### src/rtl/noc_vc_input_port.sv
// Multi-VC router input port: one link demultiplexed into NUM_VC FWFT queues with per-VC credit return.
// Optional per-VC high-water-mark tracking is built when NOC_VCIN_HWM_EN is defined.
module noc_vc_input_port #(
    parameter int unsigned DATA_W = 16,
    parameter int unsigned DEPTH  = 4,
    parameter int unsigned NUM_VC = 2,
    parameter int unsigned VC_W   = 1,
    localparam int unsigned CNT_W = $clog2(DEPTH + 1)
) (
    input  logic                     clk,
    input  logic                     rst,
    input  logic [DATA_W-1:0]        data_i,
    input  logic                     valid_i,
    input  logic [VC_W-1:0]          vc_i,
    input  logic [NUM_VC-1:0]        shift_i,
    output logic [NUM_VC*DATA_W-1:0] data_o,
    output logic [NUM_VC-1:0]        valid_o,
    output logic [NUM_VC-1:0]        credit_o,
    output logic [NUM_VC*CNT_W-1:0]  count_o,
    output logic [1:0]               err_o,
    input  logic                     hwm_clr_i,
    output logic [NUM_VC*CNT_W-1:0]  hwm_o
);

    localparam int unsigned PTR_W = $clog2(DEPTH);

    logic [DATA_W-1:0] mem_q    [NUM_VC][DEPTH];
    logic [DATA_W-1:0] mem_d    [NUM_VC][DEPTH];
    logic [PTR_W-1:0]  wr_ptr_q [NUM_VC];
    logic [PTR_W-1:0]  wr_ptr_d [NUM_VC];
    logic [PTR_W-1:0]  rd_ptr_q [NUM_VC];
    logic [PTR_W-1:0]  rd_ptr_d [NUM_VC];
    logic [CNT_W-1:0]  count_q  [NUM_VC];
    logic [CNT_W-1:0]  count_d  [NUM_VC];
    logic [NUM_VC-1:0] credit_q;
    logic [NUM_VC-1:0] credit_d;
    logic [1:0]        err_q;
    logic [1:0]        err_d;

    logic [NUM_VC-1:0] pop_c;
    logic [NUM_VC-1:0] wr_acc_c;
    logic              vc_ok_c;
    logic              ovf_c;
    logic              uerr_c;

    function automatic logic [PTR_W-1:0] ptr_inc(input logic [PTR_W-1:0] p);
        return (p == PTR_W'(DEPTH - 1)) ? '0 : p + PTR_W'(1);
    endfunction

    // Per-VC write acceptance, pop qualification, pointer/count update and error capture
    always_comb begin
        mem_d    = mem_q;
        wr_ptr_d = wr_ptr_q;
        rd_ptr_d = rd_ptr_q;
        count_d  = count_q;
        credit_d = '0;
        pop_c    = '0;
        wr_acc_c = '0;
        ovf_c    = 1'b0;
        uerr_c   = 1'b0;
        vc_ok_c  = (32'(vc_i) < NUM_VC);

        if (valid_i && !vc_ok_c) begin
            uerr_c = 1'b1;
        end

        for (int v = 0; v < int'(NUM_VC); v++) begin
            pop_c[v] = shift_i[v] && (count_q[v] != '0);
            if (shift_i[v] && (count_q[v] == '0)) begin
                uerr_c = 1'b1;
            end

            // A full VC still accepts a write when it is popped in the same cycle
            if (valid_i && vc_ok_c && (vc_i == VC_W'(v))) begin
                if ((count_q[v] != CNT_W'(DEPTH)) || pop_c[v]) begin
                    wr_acc_c[v] = 1'b1;
                end else begin
                    ovf_c = 1'b1;
                end
            end

            if (wr_acc_c[v]) begin
                mem_d[v][wr_ptr_q[v]] = data_i;
                wr_ptr_d[v]           = ptr_inc(wr_ptr_q[v]);
            end
            if (pop_c[v]) begin
                rd_ptr_d[v] = ptr_inc(rd_ptr_q[v]);
            end

            if (wr_acc_c[v] && !pop_c[v]) begin
                count_d[v] = count_q[v] + CNT_W'(1);
            end else if (!wr_acc_c[v] && pop_c[v]) begin
                count_d[v] = count_q[v] - CNT_W'(1);
            end

            credit_d[v] = pop_c[v];
        end

        err_d = err_q | {uerr_c, ovf_c};
    end

    always_ff @(posedge clk or posedge rst) begin
        if (rst) begin
            for (int v = 0; v < int'(NUM_VC); v++) begin
                wr_ptr_q[v] <= '0;
                rd_ptr_q[v] <= '0;
                count_q[v]  <= '0;
            end
            credit_q <= '0;
            err_q    <= '0;
        end else begin
            wr_ptr_q <= wr_ptr_d;
            rd_ptr_q <= rd_ptr_d;
            count_q  <= count_d;
            credit_q <= credit_d;
            err_q    <= err_d;
        end
    end

    // Flit storage carries no reset; its contents are meaningless while a VC is empty
    always_ff @(posedge clk) begin
        mem_q <= mem_d;
    end

    always_comb begin
        data_o  = '0;
        count_o = '0;
        valid_o = '0;
        for (int v = 0; v < int'(NUM_VC); v++) begin
            data_o[v*DATA_W +: DATA_W] = mem_q[v][rd_ptr_q[v]];
            count_o[v*CNT_W +: CNT_W]  = count_q[v];
            valid_o[v]                 = (count_q[v] != '0);
        end
    end

    assign credit_o = credit_q;
    assign err_o    = err_q;

`ifdef NOC_VCIN_HWM_EN
    logic [CNT_W-1:0] hwm_q [NUM_VC];
    logic [CNT_W-1:0] hwm_d [NUM_VC];

    // Tracks registered count, so the mark trails a count change by one cycle
    always_comb begin
        hwm_d = hwm_q;
        for (int v = 0; v < int'(NUM_VC); v++) begin
            if (hwm_clr_i) begin
                hwm_d[v] = count_q[v];
            end else if (count_q[v] > hwm_q[v]) begin
                hwm_d[v] = count_q[v];
            end
        end
    end

    always_ff @(posedge clk or posedge rst) begin
        if (rst) begin
            for (int v = 0; v < int'(NUM_VC); v++) begin
                hwm_q[v] <= '0;
            end
        end else begin
            hwm_q <= hwm_d;
        end
    end

    always_comb begin
        hwm_o = '0;
        for (int v = 0; v < int'(NUM_VC); v++) begin
            hwm_o[v*CNT_W +: CNT_W] = hwm_q[v];
        end
    end
`else
    logic unused_hwm_clr;

    assign unused_hwm_clr = hwm_clr_i;
    assign hwm_o          = '0;
`endif

endmodule

### config.mk
export PLATFORM = sky130hd
export DESIGN_NAME = noc_vc_input_port
export DESIGN_NICKNAME = d
export VERILOG_FILES = /design/src/rtl/noc_vc_input_port.sv
export SDC_FILE = /design/constraint.sdc
export NUM_CORES = 1
export LEC_CHECK = 0
export BUFFER_PORTS_ARGS = -buffer_cell sky130_fd_sc_hd__buf_2
export CAP_MARGIN = 20
export CORE_MARGIN = 3
export CORE_UTILIZATION = 30
export CTS_CLUSTER_DIAMETER = 50
export CTS_CLUSTER_SIZE = 16
export DETAILED_ROUTE_END_ITERATION = 12
export HOLD_SLACK_MARGIN = 0.05
export PLACE_DENSITY_LB_ADDON = 0.1
export SETUP_SLACK_MARGIN = 0.3
export SLEW_MARGIN = 20
export SYNTH_ARGS = -nofsm -noshare
export SYNTH_HDL_FRONTEND = slang
export SYNTH_SLANG_ARGS = --single-unit
### constraint.sdc
create_clock -name clk -period 5.9 [get_ports clk]
set_clock_uncertainty 0.15 [all_clocks]
set_input_delay 0.295 -clock clk [delete_from_list [all_inputs] [get_ports clk]]
set_output_delay 0.295 -clock clk [all_outputs]
set_load 0.02 [all_outputs]
Word-level counts from Yosys, hierarchy flattened. Index checks and enable logic that the tools add are counted.

Muxes and demuxes: 30. Magnitude comparators: 6. Eq/ne operators: 6. Bitwise logic cells: 6. Add/sub/neg operators: 8. Reductions and logical operators: 24.

Operators with widths (number): 64-bit bitwise mux (2); 16-bit 2-to-1 mux (6); 16-bit binary-select mux with 2-bit select (2); 16-bit demux with 2-bit select (2); 3-bit greater-or-equal comparator, second input constant (4); 1-bit logical AND (12); 3-bit 2-to-1 mux (4); 2-bit inverter with 3-bit output (4); 1-bit 2-to-1 mux (10); 2-bit by 1-bit adder with 2-bit output, second input constant (4); 2-bit == test, second input constant (4); 2-bit 2-to-1 mux (4); 3-bit by 1-bit adder with 3-bit output, second input constant (2); 3-bit zero test (2); 3-bit by 1-bit < comparator with 1-bit output, second input constant (2); 3-bit inequality test, second input constant (2); 3-bit nonzero test (2); 3-bit by 1-bit subtractor with 3-bit output, second input constant (2); 1-bit zero test (4); 2-bit nonzero test (2); 1-bit logical OR (2); 2-bit bitwise OR (1); 1-bit inverter (1).

Word-level logic and storage cells: 96. Bits of input ports: 23. Output and inout bits: 50. Register bits after elaboration: 146.

Logic depth before layout (Yosys ltp).
Depth after elaboration: 9. Depth in mapped cells: 9. Depth with buffers taken out: 9.

Worst setup path before layout. OpenSTA, ideal clock, no wires.

Kind: reg-to-reg. Start point: register count_q (netlist bit count_o[0]). End point: register count_q (netlist bit count_o[2]). Setup time: 0.080 ns. Arrival time: 2.068 ns. Cell stages (with the launch flop): 10. Clock period less this slack: 2.297 ns. Slack: 3.603 ns. Data required time: 5.670 ns. Buffers on the path: 0. Cell sequence: dfrtp_1 > nor3_1 > inv_1 > nand2_1 > ha_1 > inv_1 > fa_1 > xor2_1 > nor2_1 > xor2_1.

Cells in the longest elaborated chain, start to end: 8. Elaborated cells on any way between the ends: 15. Classes of those cells: 2 x add/sub; 1 x eq/ne; 4 x mux; 8 x reduce/logical.

Ends and longest elaborated chain: start: declaration (line 33) `logic [CNT_W-1:0] count_q [NUM_VC];`; start signal: assignment (line 114) `count_q <= count_d;`; 3-bit nonzero test *; net valid_o[0] (line 17) `output logic [NUM_VC-1:0] valid_o,`; 1-bit logical AND * (line 68) `pop_c[v] = shift_i[v] && (count_q[v] != '0);`; 1-bit logical OR (line 75) `if ((count_q[v] != CNT_W'(DEPTH)) || pop_c[v]) begin`; 1-bit 2-to-1 mux (line 75); 1-bit 2-to-1 mux (line 74) `if (valid_i && vc_ok_c && (vc_i == VC_W'(v))) begin`; 1-bit zero test (line 92) `end else if (!wr_acc_c[v] && pop_c[v]) begin`; 1-bit logical AND (line 92); 2-bit nonzero test (no source line).

The timed path passes the listed nets; every way through them passes the cells marked *. The select of a mux whose other input is x is not followed. A chain may end at the register's enable or synchronous reset.

Worst setup path in the final report.
Start point: register rd_ptr_q[2] (netlist name). End point: output port data_o[13].

Cells in the longest elaborated chain, start to end: 4.

Ends and longest elaborated chain: start: declaration (line 31) `logic [PTR_W-1:0] rd_ptr_q [NUM_VC];`; start signal: assignment (line 113) `rd_ptr_q <= rd_ptr_d;`; 2-bit inverter with 3-bit output (implied by the code) (line 130) `data_o[v*DATA_W +: DATA_W] = mem_q[v][rd_ptr_q[v]];`; 16-bit binary-select mux with 2-bit select (line 130); 16-bit 2-to-1 mux (implied by the code) (2 in a row) (line 130); end: declaration (line 16) `output logic [NUM_VC*DATA_W-1:0] data_o,`.

No other way between the ends. The select of a mux whose other input is x is not followed.

==> qor.csv <==
stage,metric,value,unit
outcome,run status,"finished, final reports clean",
clocking,Sink Count,146,
yosys,top-count cell post-synth,edfxtp_1,
clocking,clock-pin slew on the worst setup and hold paths,0.06,ns
sta,worst-margin pin slew,1.04,ns
floorplanning,Die Wd,144,um
sta,final critical-path share of the clock period,45.9,%
sta,Period minus WS final,2.71,ns
worst_setup_path,crit-path max FO,13,
yosys,"area leader, netlist",edfxtp_1,
grt,gr usage total,12.0,%
yosys,Synth cell types,27,
floorplanning,I/O pin total,73,
clocking,H-tree levels,4,
route,Avg Vias per Cell,4.53,
route,drt wl/cell,19.2,um
yosys,Synth area leaders,"edfxtp_1 67%, mux4_2 13%, dfrtp_1 7.8%",
sta,fmax,0.369,GHz
placed_design,Placed Area,6280,um^2
clocking,CTS tree,yes,
placed_design,Final HPWL DP,6890,um
worst_setup_path,WP data required,5.45,ns
cells_and_area,area of the multi-input gates,1320,um^2
clocking,CTS max path bufs,2,
sta,Setup Viol. Count Final,0,
worst_setup_path,kind of critical path,reg -> out,
grt,largest net degree at the start of global routing,19,
power_and_ir_drop,Pwr per Cell Area,505,nW/um^2
power_and_ir_drop,Leak Pwr,2.55,nW
worst_setup_path,CP Capture Type,primary output,
run,Max Cap Viol,0,
grt,first-pass GRT wire length,18000,um
route,Antenna Violating Nets Remaining,0,
clocking,CTS Hold Bufs,21,
yosys,count of flip-flops with a built-in enable after synthesis,128,
power_and_ir_drop,Peak supply drop,0.221,mV
sta,final setup TNS,0,ns
route,DRT iter0 DRCs,111,
clocking,Post CTS Setup Buffer Count,0,
sta,final hold viol count,0,
cells_and_area,sequential cell area,4290,um^2
yosys,Synth top area share,66.9,%
floorplanning,FP Rows,49,
hold_path,Worst Hold Class,in -> reg,
route,Routed WL,11500,um
yosys,Syn Area/Cell,22.0,um^2
cells_and_area,area grow syn2layout,24.1,%
cells_and_area,Fillers,1729,
cells_and_area,proportion of layout cells with a drive suffix above 1,40.6,%
grt,initial antenna violation count,0,
yosys,Netlist Area Pre-Place,5750,um^2
floorplanning,initial core utilization,31.2,%
clocking,CTS root buffer,clkbuf_16,
grt,total grt overflow,0,
floorplanning,die area,20900,um^2
sta,RSZ-0062 raised after global routing,no,
cells_and_area,Final nets,396,
cells_and_area,Antenna diodes,0,
yosys,Yosys reg bits,146,
placed_design,Port Buffers,65,
yosys,Post-synth ARST share,12.3,%
route,DRT Pass-1 Iters,4,
yosys,register area share after synthesis,74.7,%
route,vias,2724,
sta,worst rel slew slack,30.5,%
yosys,Synth Instances,261,
sta,max-slew violation count,0,
floorplanning,Core Area,18400,um^2
yosys,most used flip-flop cell after synthesis,edfxtp_1,
yosys,"top cells by count, synth","128 x edfxtp_1, 32 x mux4_2, 18 x dfrtp_1",
worst_setup_path,Worst EP arrival,2.27,ns
route,detailed-route DRC error count,0,
yosys,Ys Warns,0,
floorplanning,die height,144,um
clocking,post-cts sizing count,0,
clocking,worst skew pair latency,0.41,ns
grt,vias in the first global route,2998,
worst_setup_path,CP startpoint kind,flop,
cells_and_area,"Design Area, Final",7130,um^2
clocking,CTS Buf Count,17,
cells_and_area,"Core Util, Final",38.8,%
placed_design,routability cong.,0.666,
## flip-flops by register name (all words and copies together), names as in the netlist
name,cells
rd_ptr_q,4
err_o,2
wr_ptr_q,4
count_o,6
credit_o,2
mem_q,128
## final cells by class
cell class | count | share of cell area, %
Sequential cell | 146 | 60.2
Multi-Input combinational cell | 95 | 18.5
Timing Repair Buffer | 88 | 7.72
Clock buffer | 17 | 5.96
Tap cell | 229 | 4.02
Clock inverter | 15 | 3.02
Inverter | 11 | 0.579
## final timing paths
check | startpoint | end | slack (ns) | cells past startpoint
setup / recovery | rd_ptr_q[2]$_DFFE_PP0P_ | data_o[13] | 3.19 | 3
hold / removal | vc_i | err_o[0]$_DFF_PP0_ | 0.14 | 3
setup reg to reg | count_o[0]$_DFFE_PP0P_ | count_o[2]$_DFFE_PP0P_ | 3.61 | 9
hold reg to reg | err_o[0]$_DFF_PP0_ | err_o[0]$_DFF_PP0_ | 0.31 | 1
max in group asynchronous | rst | rd_ptr_q[0]$_DFFE_PP0N_ | 4.74 | 3
min in group asynchronous | rst | count_o[0]$_DFFE_PP0P_ | 0.39 | 3
## cells by family after synthesis
logic type      synth area share (%)
fa+ha+maj                       3.31
compound gates                 0.305
buf+inv                         2.63
flops                           74.7
other cells                   0.0653
xor+xnor                       0.914
simple gates                    3.22
mux                             14.8
## where the power goes
group / internal, W / switching (W)
Clock: 0.000746 / 0.000413
Sequential: 0.00128 / 0.000168
Combinational: 0.000455 / 0.000537
## worst max-delay path, cell delays in order, from the launching register on
cell and delay, ns:
dfrtp_1 0.69, buf_4 0.41, mux4_2 0.57, buf_2 0.18
## layer usage
metal	vias to the layer above	part of all wire, %	routed length, um	track usage (%)
met4	0	1.2	134	3.68
met3	12	4.0	465	3.77
met5	-	0	0	0
met1	1427	46	5250	15.7
met2	59	49	5680	19.1
li1	1226	-	-	-
## cells in the final DEF, fill, tap and decap left out, drive strengths merged, types with 2 or more instances in the layout
| cell | instances |
|---|---|
| and2 | 8 |
| buf | 67 |
| bufinv | 5 |
| clkbuf | 17 |
| clkinv | 6 |
| clkinvlp | 4 |
| conb | 6 |
| dfrtp | 18 |
| dlygate4sd3 | 21 |
| edfxtp | 128 |
| fa | 2 |
| ha | 12 |
| inv | 11 |
| mux2 | 11 |
| mux4 | 32 |
| nand2 | 3 |
| nor2 | 7 |
| nor4b | 2 |
| xnor2 | 2 |
| xor2 | 4 |
## through the flow
| step | hold WS [ns] | power (W) | setup slack, ns | std cells |
|---|---|---|---|---|
| 5_1_grt | 0.150 | 0.00381 | 3.04 | 601 |
| 3_3_place_gp | 0.301 | 0.00248 | 3.55 | 548 |
| 4_1_cts | 0.128 | 0.00367 | 3.10 | 601 |
| 6_report | 0.145 | 0.00360 | 3.19 | 601 |
| 2_1_floorplan | 0.0836 | 0.00216 | 3.60 | 266 |
| 3_5_place_dp | 0.297 | 0.00249 | 3.54 | 548 |
Note: power is estimated with default switching activity, not from simulation.
